`config.mk`:
```
export PLATFORM = sky130hd
export DESIGN_NAME = m_write_back
export DESIGN_NICKNAME = d
export VERILOG_FILES = /design/src/rtl/m_write_back_pkg.sv /design/src/rtl/m_write_back_queue.sv /design/src/rtl/m_write_back.sv
export SDC_FILE = /design/constraint.sdc
export NUM_CORES = 1
export LEC_CHECK = 0
export ABC_AREA = 1
export CELL_PAD_IN_SITES_DETAIL_PLACEMENT = 0
export CELL_PAD_IN_SITES_GLOBAL_PLACEMENT = 2
export CORE_MARGIN = 3
export CORE_UTILIZATION = 32
export DETAILED_ROUTE_END_ITERATION = 8
export GPL_TIMING_DRIVEN = 0
export HOLD_SLACK_MARGIN = 0.03
export PLACE_DENSITY_LB_ADDON = 0.1
export SYNTH_ARGS = -nofsm -noshare
export SYNTH_HDL_FRONTEND = slang
export SYNTH_SLANG_ARGS = --single-unit
export TNS_END_PERCENT = 5
```
`constraint.sdc`:
```
create_clock -name clk -period 3.3 [get_ports clk]
set_input_delay 0.66 -clock clk [delete_from_list [all_inputs] [get_ports clk]]
set_output_delay 0.66 -clock clk [all_outputs]
set_load 0.01 [all_outputs]
```
`src/rtl/m_write_back_pkg.sv`:
```
// Shared write-back definitions: register-file geometry, queue defaults and the queue entry type.
// The optional pending-load scoreboard is enabled by defining WB_SCOREBOARD_EN.
`ifndef REG_ADDR_BITS
`define REG_ADDR_BITS 5
`endif
`ifndef WORD_BITS
`define WORD_BITS 32
`endif
`ifndef NUM_OF_REG
`define NUM_OF_REG 32
`endif
`ifndef WB_LQ_DEPTH
`define WB_LQ_DEPTH 4
`endif
`ifndef WB_STARVE_MAX
`define WB_STARVE_MAX 4
`endif

package m_write_back_pkg;

   localparam int REG_ADDR_W = `REG_ADDR_BITS;
   localparam int WORD_W     = `WORD_BITS;
   localparam int NUM_REG    = `NUM_OF_REG;

   typedef struct packed {
      logic [REG_ADDR_W-1:0] addr;
      logic [WORD_W-1:0]     val;
   } wbEntry_t;

   localparam int ENTRY_W = $bits(wbEntry_t);

   // One-hot register mask; r0 is hard-wired and never marked.
   function automatic logic [NUM_REG-1:0] regMask(input logic [REG_ADDR_W-1:0] addr);
      regMask       = '0;
      regMask[addr] = (addr != '0);
   endfunction

endpackage

```
`src/rtl/m_write_back_queue.sv`:
```
// Load-result queue for the write-back stage: synchronous FIFO with push/pop/full/empty.
// No fall-through: a push into an empty queue is visible at the head next cycle.
module mWbQueue #(
   parameter int DEPTH = 4,
   parameter int WIDTH = 8
) (
   input  logic             clk,
   input  logic             rst,
   input  logic             iPush,
   input  logic [WIDTH-1:0] iPushData,
   input  logic             iPop,
   output logic [WIDTH-1:0] oHead,
   output logic             oFull,
   output logic             oEmpty
);

   localparam int PTR_W = (DEPTH < 2) ? 1 : $clog2(DEPTH);
   localparam int CNT_W = $clog2(DEPTH + 1);

   logic [WIDTH-1:0] mem [DEPTH];
   logic [PTR_W-1:0] wrPtr;
   logic [PTR_W-1:0] rdPtr;
   logic [CNT_W-1:0] count;
   logic             doPush;
   logic             doPop;

   assign oFull  = (count == CNT_W'(DEPTH));
   assign oEmpty = (count == '0);
   assign doPush = iPush && !oFull;
   assign doPop  = iPop && !oEmpty;
   assign oHead  = mem[rdPtr];

   // Depth is a power of two, so pointer overflow is the modulo wrap.
   always_ff @(posedge clk) begin
      if (rst) begin
         wrPtr <= '0;
         rdPtr <= '0;
         count <= '0;
      end else begin
         if (doPush) wrPtr <= wrPtr + PTR_W'(1);
         if (doPop)  rdPtr <= rdPtr + PTR_W'(1);
         case ({doPush, doPop})
            2'b10:   count <= count + CNT_W'(1);
            2'b01:   count <= count - CNT_W'(1);
            default: count <= count;
         endcase
      end
   end

   always_ff @(posedge clk) begin
      if (doPush && !rst) mem[wrPtr] <= iPushData;
   end

endmodule

```
`src/rtl/m_write_back.sv`:
```
// Write-back arbiter: merges ALU and queued load results into one register-file write port.
// WB_SCOREBOARD_EN adds the per-register outstanding-load bitmap on oPending.
module m_write_back
   import m_write_back_pkg::*;
#(
   parameter int LQ_DEPTH   = `WB_LQ_DEPTH,
   parameter int STARVE_MAX = `WB_STARVE_MAX
) (
   input  logic                  clk,
   input  logic                  rst,
   input  logic                  iAluValid,
   input  logic [REG_ADDR_W-1:0] iAluAddr,
   input  logic [WORD_W-1:0]     iAluVal,
   output logic                  oAluStall,
   input  logic                  iLdValid,
   input  logic [REG_ADDR_W-1:0] iLdAddr,
   input  logic [WORD_W-1:0]     iLdVal,
   output logic                  oLdReady,
   input  logic                  iIssueValid,
   input  logic [REG_ADDR_W-1:0] iIssueAddr,
   output logic                  oDstValid,
   output logic [REG_ADDR_W-1:0] oDstAddr,
   output logic [WORD_W-1:0]     oDstVal,
   output logic [NUM_REG-1:0]    oPending
);

   localparam int CNT_W = (STARVE_MAX < 1) ? 1 : $clog2(STARVE_MAX + 1);

   wbEntry_t         pushEntry;
   wbEntry_t         headEntry;
   logic             lqFull;
   logic             lqEmpty;
   logic             lqPush;
   logic             lqPop;
   logic             aluWin;
   logic             starved;
   logic [CNT_W-1:0] starveCnt;

   assign pushEntry = '{addr: iLdAddr, val: iLdVal};

   mWbQueue #(
      .DEPTH (LQ_DEPTH),
      .WIDTH (ENTRY_W)
   ) uQueue (
      .clk       (clk),
      .rst       (rst),
      .iPush     (lqPush),
      .iPushData (pushEntry),
      .iPop      (lqPop),
      .oHead     (headEntry),
      .oFull     (lqFull),
      .oEmpty    (lqEmpty)
   );

   // The counter only reaches its limit with loads waiting, so a starved cycle always pops.
   assign starved   = (starveCnt == CNT_W'(STARVE_MAX));
   assign oAluStall = starved;
   assign oLdReady  = !lqFull;

   // r0 writes are accepted on both paths and simply dropped.
   assign aluWin = iAluValid && !starved && (iAluAddr != '0);
   assign lqPush = iLdValid && !lqFull && (iLdAddr != '0);
   assign lqPop  = !aluWin && !lqEmpty;

   always_ff @(posedge clk) begin
      if (rst) begin
         starveCnt <= '0;
      end else if (aluWin && !lqEmpty) begin
         starveCnt <= starveCnt + CNT_W'(1);
      end else begin
         starveCnt <= '0;
      end
   end

   always_ff @(posedge clk) begin
      if (rst) begin
         oDstValid <= 1'b0;
         oDstAddr  <= '0;
         oDstVal   <= '0;
      end else begin
         oDstValid <= aluWin || lqPop;
         if (aluWin) begin
            oDstAddr <= iAluAddr;
            oDstVal  <= iAluVal;
         end else if (lqPop) begin
            oDstAddr <= headEntry.addr;
            oDstVal  <= headEntry.val;
         end
      end
   end

`ifdef WB_SCOREBOARD_EN
   logic [NUM_REG-1:0] pendQ;
   logic [NUM_REG-1:0] setMask;
   logic [NUM_REG-1:0] clrMask;

   always_comb begin
      setMask = '0;
      clrMask = '0;
      if (iIssueValid) setMask = regMask(iIssueAddr);
      if (lqPop)       clrMask = regMask(headEntry.addr);
   end

   // Set is applied after clear so a re-issue in the pop cycle keeps the bit.
   always_ff @(posedge clk) begin
      if (rst) pendQ <= '0;
      else     pendQ <= (pendQ & ~clrMask) | setMask;
   end

   assign oPending = pendQ;
`else
   logic unusedIssue;
   assign unusedIssue = ^{iIssueValid, iIssueAddr};
   assign oPending    = '0;
`endif

endmodule

```
==> results of run 1 <==
## layer usage
metal  GRT usage, %  part of all wire [%]
met1           22.7                    50
met2           23.9                    44
met3           3.23                   4.7
met4           3.71                  0.91
met5              0                 0.035
## registers in the layout, summed over array words and instances (netlist names), named ones only
| name | flops |
|---|---|
| starveCnt | 3 |
| uQueue.mem | 148 |
| oDstValid | 1 |
| oDstAddr | 5 |
| uQueue.rdPtr | 2 |
| uQueue.wrPtr | 2 |
| oDstVal | 32 |
| uQueue.count | 3 |
## placed cells by master (no fill, tap or decap), drive strengths merged, types with 32 or more instances in the layout
cell and instances:
nor2 94, buf 69, edfxtp 148, conb 32
dfxtp 50, nand3 134, nand2 233, clkdlybuf4s50 117
o21ai 41, inv 124
## power by group
part           switching (uW)  internal, uW
clock                    1010          1010
sequential               98.3          2910
combinational            1300           762
## stage by stage
stage / worst slack, ps / utilization [%]
finish: 578 / 42.1
detailed placement: 96.7 / 39.9
floorplan: 280 / -
global placement: -2160 / 39.5
global route: 429 / 42.1
CTS: 557 / 42.1
## final timing paths
kind,to,cells after the start
max reg2reg,uQueue.mem[3][9],8
max,uQueue.mem[3][9],8
min reg2reg,starveCnt[0],1
min,starveCnt[0],1
## worst reg2reg max path, cell delays in order (launching register included)
cell	delay [ps]
dfxtp_1	370
inv_1	90
nand3_1	130
and2_1	190
nand2_1	140
inv_1	130
nand2_1	230
nor2_4	660
buf_16	250
## logic make-up after synthesis
kind of cell | Yosys count | share of synthesized area, %
xor+xnor | 2 | 0.201
flops | 198 | 62.6
buf+inv | 194 | 10.6
other cells | 1 | 0.0431
fa+ha+maj | 8 | 1.24
simple gates | 464 | 22.7
compound gates | 46 | 2.65
## cell type report
class,instances,area (um^2),area share [%]
Buffer,76,478,4.31
Timing Repair Buffer,121,1260,11.3
Clock buffer,19,433,3.90
Multi-Input combinational cell,552,2480,22.3
Tap cell,335,419,3.78
Inverter,118,445,4.01
Sequential cell,198,5450,49.1
Clock inverter,13,139,1.25
==> metrics.md, run 1 <==
| Metric | Value |
|---|---|
| Final Hold Vio Count | 0 |
| Ratio of cells with drive above 1 in the final layout | 10.0% |
| Fmax | 367 MHz |
| Finished Layout Cells | 1,432 |
| Setup Viol. Count Final | 0 |
| CP Launch Type | primary input |
| Synth top area share | 51.1% |
| Reg2reg start | uQueue.count[1] |
| Cells after DPL | 1,400 |
| Clock transition at the registers of the reported paths | 80 ps |
| Via total after detailed routing | 6,160 |
| Fin crit share | 82.5% |
| Count of pins over their slew limit | 0 |
| Final std cell area, no fill | 11,100 um^2 |
| VDD IR max | 0.287 mV |
| Core Region | 26,400 um^2 |
| Htree depth | 4 |
| Routed vias/inst | 4.30 |
| Tot GR Track Use | 15.6% |
| Pre-Repair DR Iteration Count | 5 |
| Worst reg2reg setup slack | 810 ps |
| Worst path slowest cell | nor2_4 |
| 1st-iter DRT viols | 417 |
| CP Capture Type | flop |
| Io pins | 156 |
| Cell taking the most area after synthesis | edfxtp_1 |
| Highest net fanout along the worst path | 19 |
| RSZ-0062 raised after global routing | no |
| Placed cell area | 10,500 um^2 |
| Worst EP required | 3430 ps |
| Clk sink count | 198 |
| DRC | 0 |
| Layout Skew | 14.5 ps |
| Top post-synthesis cells by count | 232 x nand2_1, 148 x edfxtp_1, 133 x nand3_1, 113 x inv_1, 89 x nor2_1 |
| Slew @ Worst Pin | 751 ps |
| Synth warn | 0 |
| Max_slew headroom | 49.8% |
| Hold Path Class | reg2reg |
| Layout net count | 1,176 |
| Initial antenna violation count | 1 |
| Yosys cell types | 29 |
| Buf/Inv on CP | 3 |
| # diodes | 0 |
| Root buf cell | clkbuf_16 |
| Count leader, synth | nand2_1 |
| Row cnt | 59 |
| DIE AREA | 29,200 um^2 |
| Number of global-route vias before repair | 5,809 |
| Crit path DAT | 2850 ps |
| Final ANT Viol Nets | 0 |
| Starting Density | 33.0% |
| Post-CTS Setup Bufs | 0 |
| Overflow left after global routing | 0 |
| FILL cells | 2,616 |
| Async set-or-reset flop fraction in the synthesized netlist | 0% |
| CTS tree | yes |
| # resized after CTS | 0 |
| Crit path time final | 2720 ps |
| First-pass GRT wire length | 34,100 um |
| Die width | 171 um |
| Total CTS buffers | 17 |
| Register bit total from synthesis | 198 |
| Critical Path Most Common Cell | nand2_1 |
| Cell chain of the critical path | clkdlybuf4s50_1 > nor2_1 > nand2_1 > nand2_1 > inv_1 > nand2_1 > nor2_4 > buf_16 |
| DP HPWL | 15,600 um |
| Largest net degree at the start of global routing | 25 |
| Avg Inst Size Synth | 9.53 um^2 |
| Critical path origin | iLdAddr[3] |
| Worst path top cell family by delay | simple AND/OR/NAND/NOR gates |
| I/O Buffers | 117 |
| Max_cap viols | 0 |
| PD cells | 640 nW/um^2 |
| Hold buffers post-CTS | 0 |
| Longest Clk Path Bufs | 2 |
| DR WL/cell | 15.8 um |
| RD Place Congestion | 0.719 |
| Worst skew pair latency | 430 ps |
| Post-synth EDFFs | 148 |
| Pwr Total | 7100 uW |
| Total Routed Length | 22,600 um |
| Synthesized instance count | 913 |
| Hold Startpoint | starveCnt[0] |
| Synth-to-Final Area Change | 27.5% |
| P_leak | 0.00479 uW |
| Status | completed |
| Crit path kind | in2reg |
| Top FF cell, synth | edfxtp_1 |
| Final TNS setup | 0 ps |
| Crit path largest cell delay | 650 ps |
| Hold Slack | 455 ps |
| Top cells by area, synth | edfxtp_1 51%, dfxtp_1 12%, nand2_1 10%, nand3_1 7.7%, inv_1 4.9% |
| Sequential fraction of the synthesis area | 62.6% |
| Netlist Area Pre-Place | 8700 um^2 |
| Die Height | 171 um |
(Power assumes the default switching activity.)
==> inputs of run 2 (changes only) <==
==> constraint.sdc (replaced) <==
create_clock -name clk -period 2.55 [get_ports clk]
set_input_delay 0.51 -clock clk [delete_from_list [all_inputs] [get_ports clk]]
set_output_delay 0.51 -clock clk [all_outputs]
set_load 0.01 [all_outputs]
==> metrics.md, run 2 (same netlist as run 1, synthesis figures left out) <==
| Metric | Value |
|---|---|
| Overflow left after global routing | 0 |
| Ratio of cells with drive above 1 in the final layout | 10.3% |
| CP Launch Type | primary input |
| Io pins | 156 |
| Commonest non-fill, non-tap cell in the layout | nand2_1 |
| Clk sink count | 198 |
| Final ANT Viol Nets | 0 |
| Row cnt | 59 |
| 1st-iter DRT viols | 452 |
| RD Place Congestion | 0.719 |
| Clock transition at the registers of the reported paths | 70 ps |
| Total CTS buffers | 17 |
| Final std cell area, no fill | 11,100 um^2 |
| Crit path time final | 2350 ps |
| DR WL/cell | 15.8 um |
| Longest Clk Path Bufs | 2 |
| Largest register by flop count | uQueue.mem |
| P_leak | 0.00480 uW |
| Highest net fanout along the worst path | 24 |
| Core Region | 26,400 um^2 |
| Routed vias/inst | 4.30 |
| PD cells | 825 nW/um^2 |
| PnR worst setup slack | 197 ps |
| Tot GR Track Use | 15.6% |
| Cells after DPL | 1,400 |
| Max_cap viols | 0 |
| DP HPWL | 15,600 um |
| Synth-to-Final Area Change | 28.0% |
| Count of pins over their slew limit | 0 |
| Initial antenna violation count | 1 |
| Hold Path Class | reg2reg |
| Crit path kind | in2reg |
| Worst EP required | 2680 ps |
| DIE AREA | 29,200 um^2 |
| Commonest cells after routing, fill and taps aside | 231 x nand2_1, 148 x edfxtp_1, 133 x nand3_1 |
| Setup Viol. Count Final | 0 |
| Finished Layout Cells | 1,434 |
| I/O Buffers | 117 |
| Biggest regs | uQueue.mem (148), oDstVal (32), oDstAddr (5) |
| Total Routed Length | 22,600 um |
| Fin crit share | 92.3% |
| RSZ-0062 raised after global routing | no |
| CP Capture Type | flop |
| Number of global-route vias before repair | 5,822 |
| Slew @ Worst Pin | 693 ps |
| Via total after detailed routing | 6,171 |
| CTS tree | yes |
| Final Core Density | 42.2% |
| Root buf cell | clkbuf_16 |
| Fmax | 425 MHz |
| Worst skew pair latency | 440 ps |
| Starting Density | 33.0% |
| # diodes | 0 |
| Crit path DAT | 2480 ps |
| Layout net count | 1,178 |
| Placed cell area | 10,500 um^2 |
| Pre-Repair DR Iteration Count | 5 |
| DRC | 0 |
| Htree depth | 4 |
| First-pass GRT wire length | 34,100 um |
| Layout Skew | 14.2 ps |
| Max_slew headroom | 53.8% |
| Status | completed |
| Largest net degree at the start of global routing | 25 |
| Die width | 171 um |
| Final Hold Vio Count | 0 |
| Hold Slack | 455 ps |
| Die Height | 171 um |
| Pre-CTS WS | -503 ps |
| VDD IR max | 0.374 mV |
| Largest register FFs | 148 |
-- run 2: changes by cell type in the layout (fill, tap and decap cells not counted), sizes merged --
cell  change
buf       +2
-- run 2: repair_timing --
item | CTS | global route
hold buffers | 0 | 0
gates resized for setup | 0 | 2
buffers inserted | 1 | 2
pin swaps | 1 | 1
gates cloned | 0 | 0
setup endpoints to repair | 19 | 72
-- run 2: worst paths after layout --
path | slack [ps] | to | depth (start not counted) | start
worst max register to register | 270 | uQueue.mem[1][11] | 8 | uQueue.count[1]
worst min-delay path | 450 | starveCnt[0] | 1 | starveCnt[0]
worst max-delay path | 200 | uQueue.mem[1][11] | 8 | iLdAddr[3]
worst min register to register | 450 | starveCnt[0] | 1 | starveCnt[0]
-- run 2: routing by layer --
layer / track usage [%] / share of wire (%)
met1: 22.7 / 50
met2: 23.9 / 44
met3: 3.23 / 4.8
met4: 3.71 / 1.0
met5: 0 / 0.035
-- run 2: critical path, stage by stage --
cell	delay, ps
clkdlybuf4s50_1	580
nor2_1	100
nand2_1	100
nand2_1	120
inv_1	150
nand2_2	160
nor2_4	470
buf_12	270
-- run 2: power breakdown --
group | internal, uW | total (uW) | switching [uW]
Clock | 1310 | 2620 | 1310
Combinational | 992 | 2680 | 1680
Sequential | 3770 | 3900 | 127
Total | 6070 | 9190 | 3120
-- run 2: through the flow --
stage	TNS, ps	power [uW]
after global routing	0	9780
after detailed placement	-51810	6690
after global placement	-390740	6670
after CTS	0	9330
after floorplan	-57940	5530
final	0	9190
-- run 2: area by class of cell --
cell class	count	area, um^2
sequential	198	5450
clock inverter	13	139
multi-input combinational	552	2490
inverter	118	445
fill	2615	15200
clock buffer	19	433
buffer	75	470
tap	335	419
timing repair buffer	124	1290
==> inputs of run 3 (changes only) <==
--- a/config.mk
+++ b/config.mk
@@ -14,6 +14,7 @@
 export GPL_TIMING_DRIVEN = 0
 export HOLD_SLACK_MARGIN = 0.03
 export PLACE_DENSITY_LB_ADDON = 0.1
+export REMOVE_ABC_BUFFERS = 1
 export SYNTH_ARGS = -nofsm -noshare
 export SYNTH_HDL_FRONTEND = slang
 export SYNTH_SLANG_ARGS = --single-unit
==> metrics.md, run 3 (same netlist as run 1, synthesis figures left out) <==
| Metric | Value |
|---|---|
| Status | completed |
| Crit path time final | 2430 ps |
| Reg-to-Reg End | oDstVal[5] |
| Count of pins over their slew limit | 0 |
| Fin crit share | 95.5% |
| Hold buffers post-CTS | 0 |
| CP Launch Type | primary input |
| PD cells | 844 nW/um^2 |
| Cells after DPL | 1,326 |
| Finished Layout Cells | 1,379 |
| Overflow left after global routing | 0 |
| DIE AREA | 29,200 um^2 |
| Max_cap viols | 0 |
| Final Core Density | 41.4% |
| Max_slew headroom | 42.2% |
| Highest routed layer | met5 |
| WL met2 | 11,200 um |
| Routed vias/inst | 4.42 |
| Slew @ Worst Pin | 866 ps |
| # diodes | 0 |
| Clk sink count | 198 |
| Hold Path Class | reg2reg |
| Clock transition at the registers of the reported paths | 70 ps |
| RSZ-0062 raised after global routing | yes |
| Core Region | 26,400 um^2 |
| Total CTS buffers | 17 |
| DP HPWL | 12,300 um |
| Synth-to-Final Area Change | 25.6% |
| Clk network pwr share | 29.2% |
| Final ANT Viol Nets | 0 |
| Seq pwr share | 43.4% |
| Worst skew pair latency | 440 ps |
| Crit path kind | in2reg |
| Final Hold Vio Count | 0 |
| Ratio of cells with drive above 1 in the final layout | 7.57% |
| Fmax | 411 MHz |
| Root buf cell | clkbuf_16 |
| Htree depth | 4 |
| Worst path slowest cell | clkdlybuf4s50_1 |
| First-pass GRT wire length | 33,900 um |
| CTS tree | yes |
| Pint | 6160 uW |
| Commonest non-fill, non-tap cell in the layout | nand2_1 |
| NetSw | 3060 uW |
| Die Height | 171 um |
| Worst Setup EP | uQueue.mem[1][17] |
| Longest Clk Path Bufs | 2 |
| Largest register by flop count | uQueue.mem |
| Die width | 171 um |
| Largest net degree at the start of global routing | 76 |
| Setup Viol. Count Final | 0 |
| WL met3 | 1420 um |
| Layout net count | 1,123 |
| Biggest regs | uQueue.mem (148), oDstVal (32), oDstAddr (5) |
| Pre-CTS WS | -1660 ps |
| Io pins | 156 |
| Layout Skew | 14.1 ps |
| Initial antenna violation count | 3 |
| Via total after detailed routing | 6,091 |
| Worst reg2reg setup slack | 220 ps |
| I/O Buffers | 117 |
| Reg2reg start | starveCnt[0] |
| Worst reg-to-reg path cell count | 13 |
| Number of global-route vias before repair | 5,852 |
| Commonest cells after routing, fill and taps aside | 232 x nand2_1, 148 x edfxtp_1, 133 x nand3_1 |
| PnR worst setup slack | 115 ps |
| RD Place Congestion | 0.680 |
| Highest net fanout along the worst path | 44 |
| Pre-Repair DR Iteration Count | 4 |
| Starting Density | 33.0% |
| CP Capture Type | flop |
| Sw Ratio | 33.2% |
| Largest register FFs | 148 |
| DR WL/cell | 16.5 um |
| Cell chain of the critical path | clkdlybuf4s50_1 > clkinv_4 > nand2_1 > nor2_4 > buf_12 |
| VDD IR max | 0.359 mV |
| 1st-iter DRT viols | 333 |
| M1 WL | 9900 um |
| Worst EP required | 2680 ps |
| Row cnt | 59 |
| Total Routed Length | 22,800 um |
| Crit path DAT | 2560 ps |
| DRC | 0 |
| P_leak | 0.00461 uW |
| Tot GR Track Use | 15.5% |
| Crit path largest cell delay | 550 ps |
| Critical path origin | rst |
| Combinational power share | 27.4% |
| Hold Slack | 445 ps |
## run 3: per-layer routing
metal,track usage (%),vias up
met1,19.5,2782
met5,0,-
li1,-,3118
met2,27.1,159
met4,3.99,6
met3,3.51,26
## run 3: how the worst min path moves through the flow
stage	startpoint	end	slack, ps	depth (start not counted)
floorplan	starveCnt[0]	starveCnt[0]	420	1
global placement	starveCnt[0]	starveCnt[0]	430	1
detailed placement	starveCnt[0]	starveCnt[0]	440	1
CTS	starveCnt[0]	starveCnt[0]	450	1
global route	starveCnt[0]	starveCnt[0]	470	1
finish	starveCnt[0]	starveCnt[0]	450	1
## run 3: critical path, delay by kind of cell
family	cells	cell delay [ps]
buffers and inverters	3	1210
and+or+nand+nor	2	810
## run 3: timing repair
item | CTS | global route
pin swaps | 6 | 3
endpoints found under the setup margin | 187 | 30
gates cloned | 3 | 1
setup buffers | 8 | 9
gates resized for setup | 5 | 5
## run 3: power groups by stage
stage,combinational [uW],sequential [uW],clock [uW]
finish,2530,4000,2700
global placement,2300,4170,0
CTS,2450,4060,2780
global route,2870,4040,2900
detailed placement,2380,4130,0
floorplan,1240,4120,0
## run 3: metrics by stage
step	power (uW)	setup TNS [ps]	cell area [um^2]
after floorplan	5360	-100770	8340
after global placement	6470	-614360	9930
after detailed placement	6510	-161950	10100
after CTS	9290	-267	10800
after global routing	9820	-316	10900
final	9220	0	10900
## run 3: area by class of cell
| cell class | instances | area (um^2) |
|---|---|---|
| clock buffer | 18 | 429 |
| multi-input combinational | 556 | 2540 |
| fill | 2578 | 15400 |
| sequential | 198 | 5450 |
| tap | 335 | 419 |
| clock inverter | 14 | 159 |
| timing repair buffer | 140 | 1460 |
| inverter | 118 | 455 |
